`config.mk`:
```
export PLATFORM = sky130hd
export DESIGN_NAME = pixel_pool_downscaler
export DESIGN_NICKNAME = d
export VERILOG_FILES = /design/src/rtl/pixel_pool_downscaler_pkg.sv /design/src/rtl/pixel_pool_downscaler_sync_fifo.sv /design/src/rtl/pixel_pool_downscaler.sv
export SDC_FILE = /design/constraint.sdc
export NUM_CORES = 2
export LEC_CHECK = 0
export ABC_AREA = 1
export BUFFER_PORTS_ARGS = -buffer_cell sky130_fd_sc_hd__buf_2
export CAP_MARGIN = 40
export CORE_ASPECT_RATIO = 2
export CORE_MARGIN = 10
export CORE_UTILIZATION = 45
export DETAILED_ROUTE_END_ITERATION = 8
export GPL_ROUTABILITY_DRIVEN = 0
export PLACE_DENSITY = 0.6
export REMOVE_ABC_BUFFERS = 1
export SLEW_MARGIN = 0
export SYNTH_ARGS = -nofsm -noshare
export SYNTH_HDL_FRONTEND = slang
export SYNTH_SLANG_ARGS = --single-unit
```
`constraint.sdc`:
```
create_clock -name clk -period 27.6 [get_ports clk]
set_input_delay 0 -clock clk [delete_from_list [all_inputs] [get_ports clk]]
set_output_delay 0 -clock clk [all_outputs]
set_load 0.01 [all_outputs]
```
`src/rtl/pixel_pool_downscaler_pkg.sv`:
```
// pixel_pool_downscaler_pkg: pooling mode encodings and shared combine arithmetic
package pixel_pool_downscaler_pkg;
  typedef enum logic [1:0] {
    POOL_AVG   = 2'd0,
    POOL_MAX   = 2'd1,
    POOL_MIN   = 2'd2,
    POOL_DECIM = 2'd3
  } pool_mode_e;
  localparam int POOL_ACC_W = 32;
  function automatic logic [POOL_ACC_W-1:0] pool_combine(pool_mode_e mode, logic [POOL_ACC_W-1:0] acc,
                                                         logic [POOL_ACC_W-1:0] val, logic first);
    return first ? val :
           mode == POOL_AVG ? acc + val :
           mode == POOL_MAX ? (val > acc ? val : acc) :
           mode == POOL_MIN ? (val < acc ? val : acc) : acc;
  endfunction
  function automatic logic [POOL_ACC_W-1:0] pool_result(pool_mode_e mode, logic [POOL_ACC_W-1:0] acc, int shift);
    return mode == POOL_AVG ? acc >> shift : acc;
  endfunction
endpackage

```
`src/rtl/pixel_pool_downscaler_sync_fifo.sv`:
```
// sync_fifo: single-clock FIFO; FIFO_TYPE 1 is first-word-fall-through, 0 registers the read data
module sync_fifo #(
  parameter int FIFO_TYPE  = 0,
  parameter int DATA_WIDTH = 8,
  parameter int DEPTH      = 4
) (
  input  logic                  clk,
  input  logic                  rst_n,
  input  logic                  wr_en,
  input  logic [DATA_WIDTH-1:0] wr_data,
  input  logic                  rd_en,
  output logic [DATA_WIDTH-1:0] rd_data,
  output logic                  full,
  output logic                  empty
);
  localparam int AW = $clog2(DEPTH);
  logic [AW:0] wr_ptr, rd_ptr;
  logic [DATA_WIDTH-1:0] mem [DEPTH];
  logic [DATA_WIDTH-1:0] rd_q;
  logic push, pop;
  always_comb begin
    empty = wr_ptr == rd_ptr;
    full = wr_ptr[AW] != rd_ptr[AW] && wr_ptr[AW-1:0] == rd_ptr[AW-1:0];
    pop = rd_en && !empty;
    push = wr_en && (!full || pop);
    rd_data = FIFO_TYPE == 1 ? mem[rd_ptr[AW-1:0]] : rd_q;
  end
  always_ff @(posedge clk or negedge rst_n)
    if (!rst_n) begin
      wr_ptr <= '0;
      rd_ptr <= '0;
      rd_q <= '0;
    end else begin
      if (push) wr_ptr <= wr_ptr + 1'b1;
      if (pop) rd_ptr <= rd_ptr + 1'b1;
      if (pop) rd_q <= mem[rd_ptr[AW-1:0]];
    end
  always_ff @(posedge clk)
    if (push) mem[wr_ptr[AW-1:0]] <= wr_data;
endmodule

```
`src/rtl/pixel_pool_downscaler.sv`:
```
// pixel_pool_downscaler: SxS block pooling of a raster grayscale stream into a FIFO-buffered output
module pixel_pool_downscaler
  import pixel_pool_downscaler_pkg::*;
#(
  parameter int POOL_MODE      = 0,
  parameter int SCALE_LOG2     = 1,
  parameter int GS_PXL_W       = 8,
  parameter int COL_NUM        = 640,
  parameter int ROW_NUM        = 480,
  parameter int OUT_FIFO_DEPTH = 4
) (
  input  logic                clk,
  input  logic                rst_n,
  input  logic [GS_PXL_W-1:0] dsm_pxl_i,
  input  logic                dsm_pxl_vld_i,
  input  logic                dsm_sof_i,
  input  logic                amc_aw_rdy_i,
  input  logic                amc_w_rdy_i,
  output logic                dsm_pxl_rdy_o,
  output logic [GS_PXL_W-1:0] ds_pxl_o,
  output logic                ds_pxl_vld_o,
  output logic                ds_last_o
);
  localparam int S = 1 << SCALE_LOG2;
  localparam int ACC_W = GS_PXL_W + 2 * SCALE_LOG2;
  localparam int BLK_COLS = COL_NUM / S;
  localparam int BLK_ROWS = ROW_NUM / S;
  localparam int CW = $clog2(COL_NUM);
  localparam int RW = BLK_ROWS > 1 ? $clog2(BLK_ROWS) : 1;
  localparam int BW = CW - SCALE_LOG2;
  localparam pool_mode_e MODE = pool_mode_e'(POOL_MODE[1:0]);
  logic [CW-1:0] col_cnt, col;
  logic [SCALE_LOG2-1:0] sub_row, srow;
  logic [RW-1:0] blk_row, brow;
  logic [BW-1:0] blk_col;
  logic [ACC_W-1:0] partial, part_nxt, lb_nxt;
  logic [ACC_W-1:0] line_buf [BLK_COLS];
  logic [GS_PXL_W:0] fifo_din, fifo_dout;
  logic hs, pop, full, empty, h_last, blk_done, frame_last, col_wrap;
  // A start-of-frame pixel is placed at (0,0) regardless of the counters, so stale partials never merge.
  always_comb begin
    col = dsm_sof_i ? '0 : col_cnt;
    srow = dsm_sof_i ? '0 : sub_row;
    brow = dsm_sof_i ? '0 : blk_row;
    blk_col = col[CW-1:SCALE_LOG2];
    col_wrap = col == CW'(COL_NUM - 1);
    h_last = &col[SCALE_LOG2-1:0];
    blk_done = h_last && &srow;
    frame_last = blk_done && col_wrap && brow == RW'(BLK_ROWS - 1);
    part_nxt = ACC_W'(pool_combine(MODE, 32'(partial), 32'(dsm_pxl_i), col[SCALE_LOG2-1:0] == '0));
    lb_nxt = ACC_W'(pool_combine(MODE, 32'(line_buf[blk_col]), 32'(part_nxt), srow == '0));
    fifo_din = {frame_last, GS_PXL_W'(pool_result(MODE, 32'(lb_nxt), 2 * SCALE_LOG2))};
    ds_pxl_vld_o = !empty;
    ds_pxl_o = ds_pxl_vld_o ? fifo_dout[GS_PXL_W-1:0] : '0;
    ds_last_o = ds_pxl_vld_o && fifo_dout[GS_PXL_W];
    pop = ds_pxl_vld_o && amc_aw_rdy_i && amc_w_rdy_i;
    dsm_pxl_rdy_o = !(blk_done && full) || pop;
    hs = dsm_pxl_vld_i && dsm_pxl_rdy_o;
  end
  always_ff @(posedge clk or negedge rst_n)
    if (!rst_n) begin
      col_cnt <= '0;
      sub_row <= '0;
      blk_row <= '0;
      partial <= '0;
    end else if (hs) begin
      partial <= part_nxt;
      col_cnt <= col_wrap ? '0 : col + 1'b1;
      sub_row <= col_wrap ? srow + 1'b1 : srow;
      blk_row <= !(col_wrap && &srow) ? brow : brow == RW'(BLK_ROWS - 1) ? '0 : brow + 1'b1;
    end
  always_ff @(posedge clk)
    if (hs && h_last) line_buf[blk_col] <= lb_nxt;
  sync_fifo #(
    .FIFO_TYPE (1),
    .DATA_WIDTH(GS_PXL_W + 1),
    .DEPTH     (OUT_FIFO_DEPTH)
  ) u_out_fifo (
    .clk    (clk),
    .rst_n  (rst_n),
    .wr_en  (hs && blk_done),
    .wr_data(fifo_din),
    .rd_en  (pop),
    .rd_data(fifo_dout),
    .full   (full),
    .empty  (empty)
  );
endmodule

```
# Word level (Yosys, flattened, before mapping)
# Memories as Yosys holds them, arrays and structs flattened.
# Cells that the tools add are included.
# word_totals
regBits	35
ram_bits	3236
inputBits	14
output_inout_bits	11
wordCells	53
n_memories	2
# memory_table
name	depth	width	read_ports	rd_ports_with_merged_regs	write_ports	line	rtl
line_buf	320	10	1	0	1	pixel_pool_downscaler.sv:37	logic [ACC_W-1:0] line_buf [BLK_COLS];
u_out_fifo.mem	4	9	1	0	1	pixel_pool_downscaler_sync_fifo.sv:18	logic [DATA_WIDTH-1:0] mem [DEPTH];
# op_classes
add_sub_neg	7
eq_ne	5
muxes	14
reduce_logical	19
# ops
op	count
2-to-1 mux 10 bit	4
2-to-1 mux 8 bit	4
logical AND 1 bit	14
adder 10 x 1 -> 10 bit (second input constant)	1
adder 10 bit	1
adder 10 x 8 -> 10 bit	1
equality test 10 bit (second input constant)	1
adder 8 x 1 -> 8 bit (second input constant)	1
equality test 8 bit (second input constant)	1
adder 3 x 1 -> 3 bit (second input constant)	2
2-to-1 mux 1 bit	6
equality test 3 bit	1
logical NOT 1 bit	3
equality test 2 bit	1
logical OR 1 bit	2
adder 1 bit (second input constant)	1
inequality test 1 bit	1

# Longest topological paths before layout
# logic_depth
ltp_word	10
ltp_mapped	29
mapped_depth_nobuf	26

# Modules after synthesis
# A second synthesis with hierarchy kept.
# unflattened
cells_unflattened	8056
area_unflattened_um2	122720.2
# by_module_without_submodules
mod	instances	cells_each	area_per_inst_um2	seq_area_each_um2
pixel_pool_downscaler	1	7909	120931.0	96817.9
sync_fifo	1	147	1789.2	1231.2

# Worst setup path after synthesis
# No wires, ideal clock.
# synth_timing
path_type	register -> register
startpoint	register col_cnt[2]
endpoint	memory line_buf[0][8] (netlist bit), data pin
setup_time_ns	2.713
arrival_ns	15.840
t_required_ns	24.887
slack_ns	9.047
stages_incl_launch_ff	27
path_buffers	3
synth_period_minus_slack_ns	18.553
cell_sequence	dfrtp_1 inv_2 nor2_2 nand2_1 buf_4 buf_4 buf_2 o22ai_1 o21ai_0 a41oi_1 a21oi_1 nand2_1 nand2_1 nand3_1 nor2_1 ha_1 fa_1 nand3_1 nand2_1 nand2_1 nand2_1 a21oi_1 nor2_1 o21ai_0 nand2_1 xnor2_1 o21ai_0
# synth_via
elab_chain_len	4
# synth_lines
element	line	rtl
start: declaration	pixel_pool_downscaler.sv:32	logic [CW-1:0] col_cnt, col;
start signal: assignment	pixel_pool_downscaler.sv:68	col_cnt <= col_wrap ? '0 : col + 1'b1;
2-to-1 mux 10 bit	pixel_pool_downscaler.sv:42	col = dsm_sof_i ? '0 : col_cnt;
memory read (320 x 10 bit)	n/a	
adder 10 bit	pixel_pool_downscaler_pkg.sv:13	mode == POOL_AVG ? acc + val :
2-to-1 mux 10 bit	pixel_pool_downscaler_pkg.sv:12	return first ? val :
via fifo_din[6]	pixel_pool_downscaler.sv:38	logic [GS_PXL_W:0] fifo_din, fifo_dout;
end: declaration	pixel_pool_downscaler.sv:37	
# The timed path passes the listed nets, and every way through them passes these cells.

# Worst setup path in the final report
# layout_timing
startpoint	register col_cnt[1]
endpoint	memory line_buf[130][7] (netlist bit), data pin
# Same word-level chain as after synthesis.

==> key figures <==
Floorplanning
  – Die width: approximately 400 um
  – Die area: roughly 290000 um^2
  – Core Footprint: ~270000 um^2
  – Rows: between 200 and 300
  – Initial Util: approximately 45%
  – Io pins: 25
  – Die H: about 760 um

Detailed routing
  – Met3 WL: ~28000 um
  – DRC Markers: 0
  – Pre-Repair DR Iteration Count: 8
  – Via count: around 75000
  – Met2 wire length: between 150000 and 200000 um
  – DRT iter0 DRCs: approximately 8600
  – Vias/cell: between 6 and 7
  – Routed wire per std cell: ~32 um
  – Total Routed Length: about 380000 um
  – Metal-1 WL: approximately 130000 um
  – Routed Antenna Nets: 0
  – Top Layer Used: met5

Hold path
  – Tightest Hold Check Type: in -> reg

Timing
  – Final worst-path cycle share: just under 40%
  – RSZ-0062 raised after global routing: false
  – Final hold vios: 0
  – Worst slew pin tran: ~1.0 ns
  – F_max: 93.40 MHz
  – Worst Skew: 0.06629 ns
  – Max_slew headroom: around 32%
  – Final Max Slew Viols: 0
  – Period minus WS final: roughly 11 ns
  – Endpoints failing setup: 0
  – Worst hold slack: roughly 0.053 ns

Clocking
  – Clk buf depth: 4
  – CTS H-tree depth: 5
  – CTS tree: done
  – Clock Root Buffer: clkbuf_16
  – Post-CTS Setup Bufs: 0
  – Clk sinks: between 3000 and 4000
  – Clk Latency, worst-skew pair: ~0.90 ns
  – Worst-path clk slew: ~0.070 ns
  – TritonCTS Buffers: 275

Logic synthesis
  – FF+latch count, synth: 3271
  – Ys async rst share: 1.070%
  – Post-synth EDFFs: about 3200
  – Synth top area share: about four fifths
  – Yosys warning total: 0
  – Synth cell types: about 40
  – Synth area leader: edfxtp_1
  – Syn Std Cell Area: between 100000 and 150000 um^2
  – Post-synthesis sequential area ratio: between 80% and 90%
  – Post-synth top flop: edfxtp_1
  – Synth top area cells: edfxtp_1 (79%), o22ai_1 (7.4%), o21ai_0 (3.3%), nand2_1 (1.8%), nor2_1 (1.7%)
  – Post-Syn Instances: 7994
  – Avg Inst Size Synth: roughly 15 um^2

Worst setup path
  – Worst EP arrival: 11.25 ns
  – CP max stage cell: dfrtp_1
  – Setup CP Type: reg -> reg
  – RR Endpoint: line_buf[130][7]
  – Worst setup EP type: flip-flop
  – Reg2Reg Depth: 26
  – CP required: ~28 ns
  – CP dominant cell by count: buf_4
  – CP startpoint kind: flip-flop
  – Worst Setup EP: line_buf[130][7]
  – Worst R2R Start: col_cnt[1]
  – R2R setup slack: around 17 ns
  – Critical Path Start: col_cnt[1]
  – Slowest stage delay, CP: 0.89 ns
  – Crit Path Max Fanout: roughly 110

Finish
  – Number of fill cells in the layout: approximately 22000
  – Layout overhead on the synthesized area: 12.97%
  – Final Net Count: around 8300
  – Footprint of the multi-input gates: between 20000 and 25000 um^2
  – Final Util: between 50% and 60%
  – Register Area: around 98000 um^2
  – Layout Cells excl Fill: about 12000
  – Fraction of layout cells with a size suffix above 1: between 10 and 15%
  – Final Cell Area: between 100000 and 150000 um^2

Global route
  – Initial antenna violation count: 13
  – Largest net degree at the start of global routing: between 150 and 200
  – Total GRT Usage: between 20% and 30%
  – Vias in the first global route: 74481
  – First-pass GRT wire length: around 540000 um
  – Global route overflow: 0

Power
  – Sequential share of power: around 54%
  – Pleak: between 40 and 50 nW
  – Net Switching: 2.502 mW
  – Combinational share of power: under 10%
  – Clock group share of total power: between 30% and 40%
  – Peak supply drop: roughly 0.056 mV
  – Pwr dens: 75.58 nW/um^2
  – Sw frac: between 20% and 30%
  – Internal Power: roughly 8.0 mW

Status
  – Status: finished, final reports clean

Place
  – IO buf count: 24
  – Post-DP Area: between 100000 and 150000 um^2
  – Hpwl dp: between 200000 and 250000 um
  – Cells after DPL: ~12000

Job
  – Max-Cap Viols: 0
what timing repair did:
action | in CTS | in global routing
gates resized for setup | 0 | 0
hold buffers | 17 | 0
hold endpoints to repair | 79 | 0
endpoints found under the setup margin | 0 | 0
cells in the final DEF, fill, tap and decap left out, drive strengths merged, types with 13 or more instances in the layout:
cell type    netlist  routed
a41oi             21      21
dfrtp             35      35
bufinv             0      23
clkinv             5     102
a22oi             43      43
xor2              16      16
ha                25      25
nand3             95      95
or2               17      17
inv              233     242
o22ai           1449    1449
edfxtp          3236    3236
nand2            593     593
nand4            166     166
o22a              13      13
nor2             558     558
buf              356     527
dlygate4sd3        0      17
o21ai            815     815
a21oi             74      74
clkbuf           176     343
diode              0      17
final cells by class:
class | instances | area share, %
diodes | 17 | 0.03073
flip-flops and latches | 3271 | 70.83
multi-input cells | 3953 | 15.50
inverters | 238 | 0.6562
clock buffers | 343 | 5.316
clock inverters | 136 | 0.9418
repair buffers | 544 | 3.527
well taps | 3536 | 3.196
cell families (layout without fill, tap and decap cells):
| group | count (synthesis) | in the layout | synth area share (%) |
|---|---|---|---|
| flip-flops | 3271 | 3271 | 80.02 |
| other | 0 | 17 | 0 |
| adder cells (fa/ha/maj) | 27 | 27 | 0.2879 |
| XOR/XNOR | 23 | 23 | 0.1644 |
| AND/OR/NAND/NOR | 1451 | 1451 | 5.013 |
| buffers and inverters | 770 | 1261 | 2.737 |
| AO/OA/AOI/OAI | 2452 | 2452 | 11.78 |
layer usage:
| layer | up-vias | GRT usage, % |
|---|---|---|
| met1 | 38289 | 27.69 |
| met2 | 4011 | 43.43 |
| met4 | 8 | 20.22 |
| met5 | - | 0 |
| met3 | 1051 | 3.924 |
| li1 | 32019 | - |
per-stage QoR:
stage / setup WS, ns / power, mW / setup TNS, ns
global route: 16.59 / 10.72 / 0
detailed placement: 17.10 / 6.677 / 0
floorplan: -3.499 / 6.468 / -3974.76
CTS: 17.10 / 10.48 / 0
finish: 16.89 / 10.46 / 0
global placement: 16.86 / 6.636 / 0
synthesized netlist by cell type, types with 35 or more instances:
master / instances
buf_2: 322
edfxtp_1: 3236
clkbuf_1: 176
a21oi_1: 74
dfrtp_1: 35
o22ai_1: 1449
nand3_1: 95
nor2_1: 549
nand2_1: 589
inv_1: 226
a22oi_1: 43
nand4_1: 166
o21ai_0: 810
registers in the layout (all words and copies together) (netlist names):
signal / count
line_buf: 3200
u_out_fifo.mem: 36
col_cnt: 10
partial: 10
blk_row: 8
u_out_fifo.rd_ptr: 3
u_out_fifo.wr_ptr: 3
sub_row: 1
worst min path at each step:
stage / cells past startpoint / end / startpoint / slack [ns]
after floorplan: 0 / blk_row[0] / rst_n / -0.30
after global placement: 1 / u_out_fifo.rd_ptr[2] / rst_n / 0.24
after detailed placement: 1 / u_out_fifo.wr_ptr[0] / rst_n / -0.08
after CTS: 4 / u_out_fifo.rd_ptr[1] / amc_w_rdy_i / 0.03
after global routing: 4 / u_out_fifo.rd_ptr[1] / amc_aw_rdy_i / 0.09
final: 4 / u_out_fifo.rd_ptr[1] / amc_w_rdy_i / 0.05
critical path: cells and delay by family, from the launching register on:
kind / cells / cell delay, ns
fa+ha+maj: 1 / 0.27
compound gates: 7 / 2.01
buf+inv: 8 / 5.36
flops: 1 / 0.89
simple gates: 10 / 1.41
power by group through the flow:
stage	clock network, mW	logic (mW)	registers, mW
after global routing	4.08	0.991	5.65
after CTS	3.91	0.927	5.65
after floorplan	0	0.514	5.95
after detailed placement	0	0.921	5.76
after global placement	0	0.878	5.76
final	3.88	0.940	5.65
(Power assumes the default switching activity.)
